`src/rtl/activation_unit.sv`:
```
// Streaming element-wise activation (pass / ReLU / clip / leaky) with a start/busy/done vector sequencer.
// Define ACTIVATION_LEAKY_EN to build the leaky-ReLU shifter; otherwise mode 3 falls back to ReLU.
module activation_unit #(
    parameter int DATA_WIDTH = 8,
    parameter int LANES      = 16,
    parameter int LENGTH     = 128
) (
    input  logic                        clk,
    input  logic                        rst,
    input  logic                        start,
    input  logic [1:0]                  mode,
    input  logic [DATA_WIDTH-1:0]       clip_val,
    input  logic [2:0]                  leak_shift,
    input  logic                        in_valid,
    output logic                        in_ready,
    input  logic [LANES*DATA_WIDTH-1:0] in_data,
    output logic                        out_valid,
    input  logic                        out_ready,
    output logic [LANES*DATA_WIDTH-1:0] out_data,
    output logic                        out_last,
    output logic                        busy,
    output logic                        done
);

    localparam int BEATS = LENGTH / LANES;
    localparam int CNT_W = $clog2(BEATS + 1);
    localparam logic [CNT_W-1:0] BEATS_C = CNT_W'(BEATS);
    localparam logic [CNT_W-1:0] LAST_C  = CNT_W'(BEATS - 1);

    localparam logic [1:0] ST_IDLE = 2'd0;
    localparam logic [1:0] ST_RUN  = 2'd1;
    localparam logic [1:0] ST_DONE = 2'd2;

    logic [1:0]                   state_q, state_d;
    logic [1:0]                   mode_q, mode_d;
    logic signed [DATA_WIDTH-1:0] clip_q, clip_d;
    logic [CNT_W-1:0]             in_count_q, in_count_d;
    logic                         out_valid_q, out_valid_d;
    logic                         out_last_q, out_last_d;
    logic [LANES*DATA_WIDTH-1:0]  out_data_q, out_data_d;
    logic [LANES*DATA_WIDTH-1:0]  act_data;
    logic signed [DATA_WIDTH-1:0] clip_pos;
    logic                         in_fire;
    logic                         out_fire;

`ifdef ACTIVATION_LEAKY_EN
    logic [2:0] shift_q, shift_d;

    function automatic logic [DATA_WIDTH-1:0] act_lane(
        input logic signed [DATA_WIDTH-1:0] x,
        input logic [1:0]                   m,
        input logic signed [DATA_WIDTH-1:0] c,
        input logic [2:0]                   sh
    );
        logic [DATA_WIDTH-1:0] y;
        case (m)
            2'd0:    y = x;
            2'd2:    y = x[DATA_WIDTH-1] ? '0 : ((x > c) ? c : x);
            2'd3:    y = x[DATA_WIDTH-1] ? (x >>> sh) : x;
            default: y = x[DATA_WIDTH-1] ? '0 : x;
        endcase
        return y;
    endfunction
`else
    logic unused_leak_shift;
    assign unused_leak_shift = ^leak_shift;

    // Mode 3 shares the ReLU arm when the shifter is not built.
    function automatic logic [DATA_WIDTH-1:0] act_lane(
        input logic signed [DATA_WIDTH-1:0] x,
        input logic [1:0]                   m,
        input logic signed [DATA_WIDTH-1:0] c
    );
        logic [DATA_WIDTH-1:0] y;
        case (m)
            2'd0:    y = x;
            2'd2:    y = x[DATA_WIDTH-1] ? '0 : ((x > c) ? c : x);
            default: y = x[DATA_WIDTH-1] ? '0 : x;
        endcase
        return y;
    endfunction
`endif

    // A negative clip bound collapses to zero, forcing every clipped lane to 0.
    assign clip_pos = clip_q[DATA_WIDTH-1] ? '0 : clip_q;

    assign in_ready  = (state_q == ST_RUN) && (in_count_q < BEATS_C) && (!out_valid_q || out_ready);
    assign in_fire   = in_valid && in_ready;
    assign out_fire  = out_valid_q && out_ready;
    assign out_valid = out_valid_q;
    assign out_last  = out_last_q;
    assign out_data  = out_data_q;
    assign busy      = (state_q != ST_IDLE);
    assign done      = (state_q == ST_DONE);

    always_comb begin
        act_data = '0;
        for (int i = 0; i < LANES; i++) begin
`ifdef ACTIVATION_LEAKY_EN
            act_data[i*DATA_WIDTH +: DATA_WIDTH] =
                act_lane($signed(in_data[i*DATA_WIDTH +: DATA_WIDTH]), mode_q, clip_pos, shift_q);
`else
            act_data[i*DATA_WIDTH +: DATA_WIDTH] =
                act_lane($signed(in_data[i*DATA_WIDTH +: DATA_WIDTH]), mode_q, clip_pos);
`endif
        end
    end

    always_comb begin
        state_d     = state_q;
        mode_d      = mode_q;
        clip_d      = clip_q;
`ifdef ACTIVATION_LEAKY_EN
        shift_d     = shift_q;
`endif
        in_count_d  = in_count_q;
        out_valid_d = out_valid_q;
        out_last_d  = out_last_q;
        out_data_d  = out_data_q;

        // Refill takes priority over drain so a simultaneous handshake keeps out_valid high.
        if (in_fire) begin
            out_valid_d = 1'b1;
            out_data_d  = act_data;
            out_last_d  = (in_count_q == LAST_C);
            in_count_d  = in_count_q + CNT_W'(1);
        end else if (out_fire) begin
            out_valid_d = 1'b0;
            out_last_d  = 1'b0;
        end

        case (state_q)
            ST_IDLE: begin
                if (start) begin
                    state_d     = ST_RUN;
                    mode_d      = mode;
                    clip_d      = clip_val;
`ifdef ACTIVATION_LEAKY_EN
                    shift_d     = leak_shift;
`endif
                    in_count_d  = '0;
                    out_valid_d = 1'b0;
                    out_last_d  = 1'b0;
                end
            end
            ST_RUN: begin
                if (out_fire && out_last_q) begin
                    state_d = ST_DONE;
                end
            end
            default: state_d = ST_IDLE;
        endcase
    end

    always_ff @(posedge clk) begin
        if (rst) begin
            state_q     <= ST_IDLE;
            mode_q      <= '0;
            clip_q      <= '0;
`ifdef ACTIVATION_LEAKY_EN
            shift_q     <= '0;
`endif
            in_count_q  <= '0;
            out_valid_q <= 1'b0;
            out_last_q  <= 1'b0;
            out_data_q  <= '0;
        end else begin
            state_q     <= state_d;
            mode_q      <= mode_d;
            clip_q      <= clip_d;
`ifdef ACTIVATION_LEAKY_EN
            shift_q     <= shift_d;
`endif
            in_count_q  <= in_count_d;
            out_valid_q <= out_valid_d;
            out_last_q  <= out_last_d;
            out_data_q  <= out_data_d;
        end
    end

endmodule
```
`config.mk`:
```
export PLATFORM = sky130hd
export DESIGN_NAME = activation_unit
export DESIGN_NICKNAME = d
export VERILOG_FILES = /design/src/rtl/activation_unit.sv
export SDC_FILE = /design/constraint.sdc
export NUM_CORES = 1
export LEC_CHECK = 0
export BUFFER_PORTS_ARGS = -buffer_cell sky130_fd_sc_hd__buf_4
export CAP_MARGIN = 15
export CORE_UTILIZATION = 50
export DETAILED_ROUTE_END_ITERATION = 16
export MAX_ROUTING_LAYER = met4
export PLACE_DENSITY_LB_ADDON = 0.2
export RECOVER_POWER = 50
export REMOVE_ABC_BUFFERS = 1
export SETUP_SLACK_MARGIN = 0.5
export SKIP_LAST_GASP = 1
export SYNTH_ARGS = -nofsm -noshare
export SYNTH_HDL_FRONTEND = slang
export SYNTH_SLANG_ARGS = --single-unit
```
`constraint.sdc`:
```
create_clock -name clk -period 5.63 [get_ports clk]
set_input_delay 0 -clock clk [delete_from_list [all_inputs] [get_ports clk]]
set_output_delay 0 -clock clk [all_outputs]
set_load 0.1 [all_outputs]
```
==> results.sh <==
export IMPL_status="completed"
export IMPL_tightest_slew_ns=1.30
export IMPL_grt_overflow=0
export IMPL_yosysTopAreaCell="dfxtp_1"
export IMPL_drc=0
export IMPL_finClkSkew_ns=0.0163
export IMPL_timing_rr_start="clip_q[7]"
export IMPL_p_leak_nw=6.00
export IMPL_cts_buffers=17
export IMPL_max_cap_violations=0
export IMPL_pre_cts_slack_ns=1.80
export IMPL_layout_setup_ws_ns=1.64
export IMPL_required_ns=5.91
export IMPL_grt_setup_unrepaired="no"
export IMPL_synthesis_area_per_instance_sq_um=7.81
export IMPL_clk_latency_ns=0.44
export IMPL_rows=54
export IMPL_htree_levels=4
export IMPL_r2r_end="out_data[78]"
export IMPL_min_path_type="in -> reg"
export IMPL_vias=13622
export IMPL_grt_pass1_vias=13372
export IMPL_synth_area_top_cells="dfxtp_1 26%, ha_1 12%, a21oi_1 10%, o21ai_0 4.4%, o221ai_1 4.3%"
export IMPL_die_w_microns=153
export IMPL_clock_path_buffers=2
export IMPL_start_util_pct=51.5
export IMPL_antenna_left=0
export IMPL_final_period_utilization_pct=70.9
export IMPL_synth_edf_count=0
export IMPL_fillerInstances=1954
export IMPL_diodes=0
export IMPL_port_buffers=275
export IMPL_place_area_sq_mm=0.0135
export IMPL_setup_viol=0
export IMPL_grt_pass1_wl_microns=68100
export IMPL_dpl_hpwl_microns=27400
export IMPL_final_util_pct=67.3
export IMPL_ios=279
export IMPL_hold_viol_final=0
export IMPL_fmax_mhz=251
export IMPL_cp_startpoint="clip_q[7]"
export IMPL_finish_net_count=2054
export IMPL_postSynthCellCount=1458
export IMPL_coreArea_sq_mm=0.0221
export IMPL_dieHeight_microns=153
export IMPL_cp_endpoint="out_data[78]"
export IMPL_async_flop_share_pct=0
export IMPL_fin_crit_ns=3.99
export IMPL_dr_pass1_iters=6
export IMPL_ys_ff_latch=146
export IMPL_setup_tns_ns=0
export IMPL_reg2reg_depth=9
export IMPL_hold_start="in_data[105]"
export IMPL_clkSinkCount=146
export IMPL_slew_violations=0
export IMPL_area_growth_synth_to_final_pct=30.7
export IMPL_slew_headroom_pct=12.8
export IMPL_yosysUniqueCellTypes=54
export IMPL_synth_top_area_share_pct=25.7
export IMPL_grt_max_degree=92
export IMPL_cp_start_kind="flip-flop"
export IMPL_track_usage_pct=37.1
export IMPL_cp_slowest_cell="a2111oi_2"
export IMPL_drt_initial_drc_count=1323
export IMPL_ys_warn_count=0
export IMPL_endpoint_kind="flip-flop"
export IMPL_timing_reg2reg_setup_slack_ns=1.64
export IMPL_cts_root_buffer="clkbuf_16"
export IMPL_path_clk_slew_ns=0.07
export IMPL_worstSetupPathType="reg -> reg"
export IMPL_power_density_mw_per_mm2=232
export IMPL_yosys_most_used_dff="dfxtp_1"
export IMPL_critical_path_max_stage_delay_ns=0.79
export IMPL_wire_per_inst_microns=20.7
export IMPL_cp_max_fo=15
export IMPL_finish_instance_area_sq_mm=0.0149
export IMPL_antenna_found_initial=0
export IMPL_avgViaCountPerCell=6.52
export IMPL_cts_tree="done"
export IMPL_drive_gt1_share_pct=12.4
export IMPL_ir_worst_vdd_uv=168
export IMPL_dieArea_sq_mm=0.0234
export IMPL_cp_arrival_ns=4.27
export IMPL_gp_congestion=0.936
export IMPL_crit_chain="nor2b_1 > inv_1 > buf_4 > ha_1 > nand4_1 > o21bai_1 > a2111oi_2 > or2_2 > o221ai_1"
export IMPL_ys_seq_area_share_pct=25.7
export IMPL_synth_area_sq_mm=0.0114
export IMPL_finalWirelength_microns=43300
## cells by family after synthesis
| logic type | count (synthesis) | synth area share [%] |
|---|---|---|
| compound gates | 520 | 29.0 |
| xor+xnor | 2 | 0.154 |
| fa+ha+maj | 113 | 12.4 |
| buf+inv | 148 | 5.25 |
| flops | 146 | 25.7 |
| mux | 29 | 2.55 |
| simple gates | 500 | 24.9 |
## layout make-up
type	instances	area, sq um	area share (%)
clock buffers	18	439	2.95
well taps	280	350	2.35
flip-flops and latches	146	2920	19.6
inverters	48	180	1.21
repair buffers	418	2960	19.9
clock inverters	14	143	0.959
multi-input cells	1164	7880	53.0
## critical path, delay by kind of cell, from the launching register on
kind / cells / cell delay, ns
adder cells (fa/ha/maj): 1 / 0.33
flip-flops: 1 / 0.39
AND/OR/NAND/NOR: 3 / 0.98
buffers and inverters: 2 / 0.98
AO/OA/AOI/OAI: 3 / 1.15
## power breakdown
part           leakage, nW  internal (mW)  total, mW  switching [mW]
sequential            1.19           1.08       1.13          0.0435
combinational         4.53          0.354       1.17           0.816
clock                0.276          0.633       1.15           0.520
total                 6.00           2.07       3.45            1.38
## flip-flops by register name, indices dropped and copies added (netlist names)
register and count:
clip_q 8, in_count_q 4, mode_q 2, out_data 128, out_last 1, out_valid 1, state_q 2
## how the worst min path moves through the flow
stage / end / slack (ns) / cells past startpoint
3_3_place_gp: clip_q[7] / 0.22 / 2
3_5_place_dp: mode_q[0] / 0.23 / 2
6_report: out_data[105] / 0.005 / 4
4_1_cts: out_data[33] / 0.00006 / 4
2_1_floorplan: out_data[103] / 0.07 / 1
5_1_grt: out_data[8] / 0.02 / 4
## stage by stage
stage	total power, mW	hold slack, ns	std cells
global placement	2.24	0.220	1929
CTS	3.47	0.0000615	2088
floorplan	1.89	0.0691	1358
detailed placement	2.26	0.228	1929
finish	3.45	0.00520	2088
global route	3.58	0.0240	2088
## what timing repair did
item                      4_1_cts  5_1_grt
hold buffers                  127        0
buffers inserted                0        0
gates resized for setup         0        0
hold endpoints to repair      127        0
## layout by cell type (no fill, tap or decap), types with 17 or more instances in the layout
cell type | netlist | final
o221ai_1 | 56 | 56
mux2i_1 | 29 | 29
nand2_1 | 55 | 54
clkbuf_1 | 80 | 132
clkbuf_16 | 0 | 17
o32ai_1 | 22 | 22
inv_1 | 48 | 48
a211o_1 | 24 | 24
dfxtp_1 | 146 | 146
ha_1 | 113 | 113
nor3_1 | 69 | 69
nand3b_1 | 48 | 48
nand3_1 | 59 | 59
a21oi_1 | 232 | 232
nor2_1 | 78 | 77
buf_4 | 0 | 159
nor4b_1 | 20 | 20
nor2b_1 | 22 | 21
dlygate4sd3_1 | 0 | 127
and3_1 | 65 | 65
o21ai_0 | 100 | 100
## Yosys cell counts, types with 7 or more instances
master	number
a21oi_1	232
dfxtp_1	146
ha_1	113
o21ai_0	100
clkbuf_1	80
nor2_1	78
nor3_1	69
and3_1	65
nand3_1	59
o221ai_1	56
nand2_1	55
inv_1	48
nand3b_1	48
mux2i_1	29
a211o_1	24
nor2b_1	22
o32ai_1	22
nor4b_1	20
a21o_1	16
o21bai_1	14
nand4_1	13
a2111oi_2	12
and4b_1	12
o21ai_1	12
a22o_1	10
buf_2	10
or3_1	10
or2_0	9
o22ai_1	8
or2_2	8
nand2b_1	7
## per-layer routing
| layer | part of all wire, % | track usage (%) | vias to the layer above |
|---|---|---|---|
| li1 | - | - | 6262 |
| met1 | 41 | 46.0 | 6397 |
| met3 | 9.4 | 5.27 | 131 |
| met2 | 46 | 59.3 | 832 |
| met5 | 0 | - | - |
| met4 | 3.4 | 17.7 | 0 |
No activity file was read; power rests on OpenSTA's default activity.
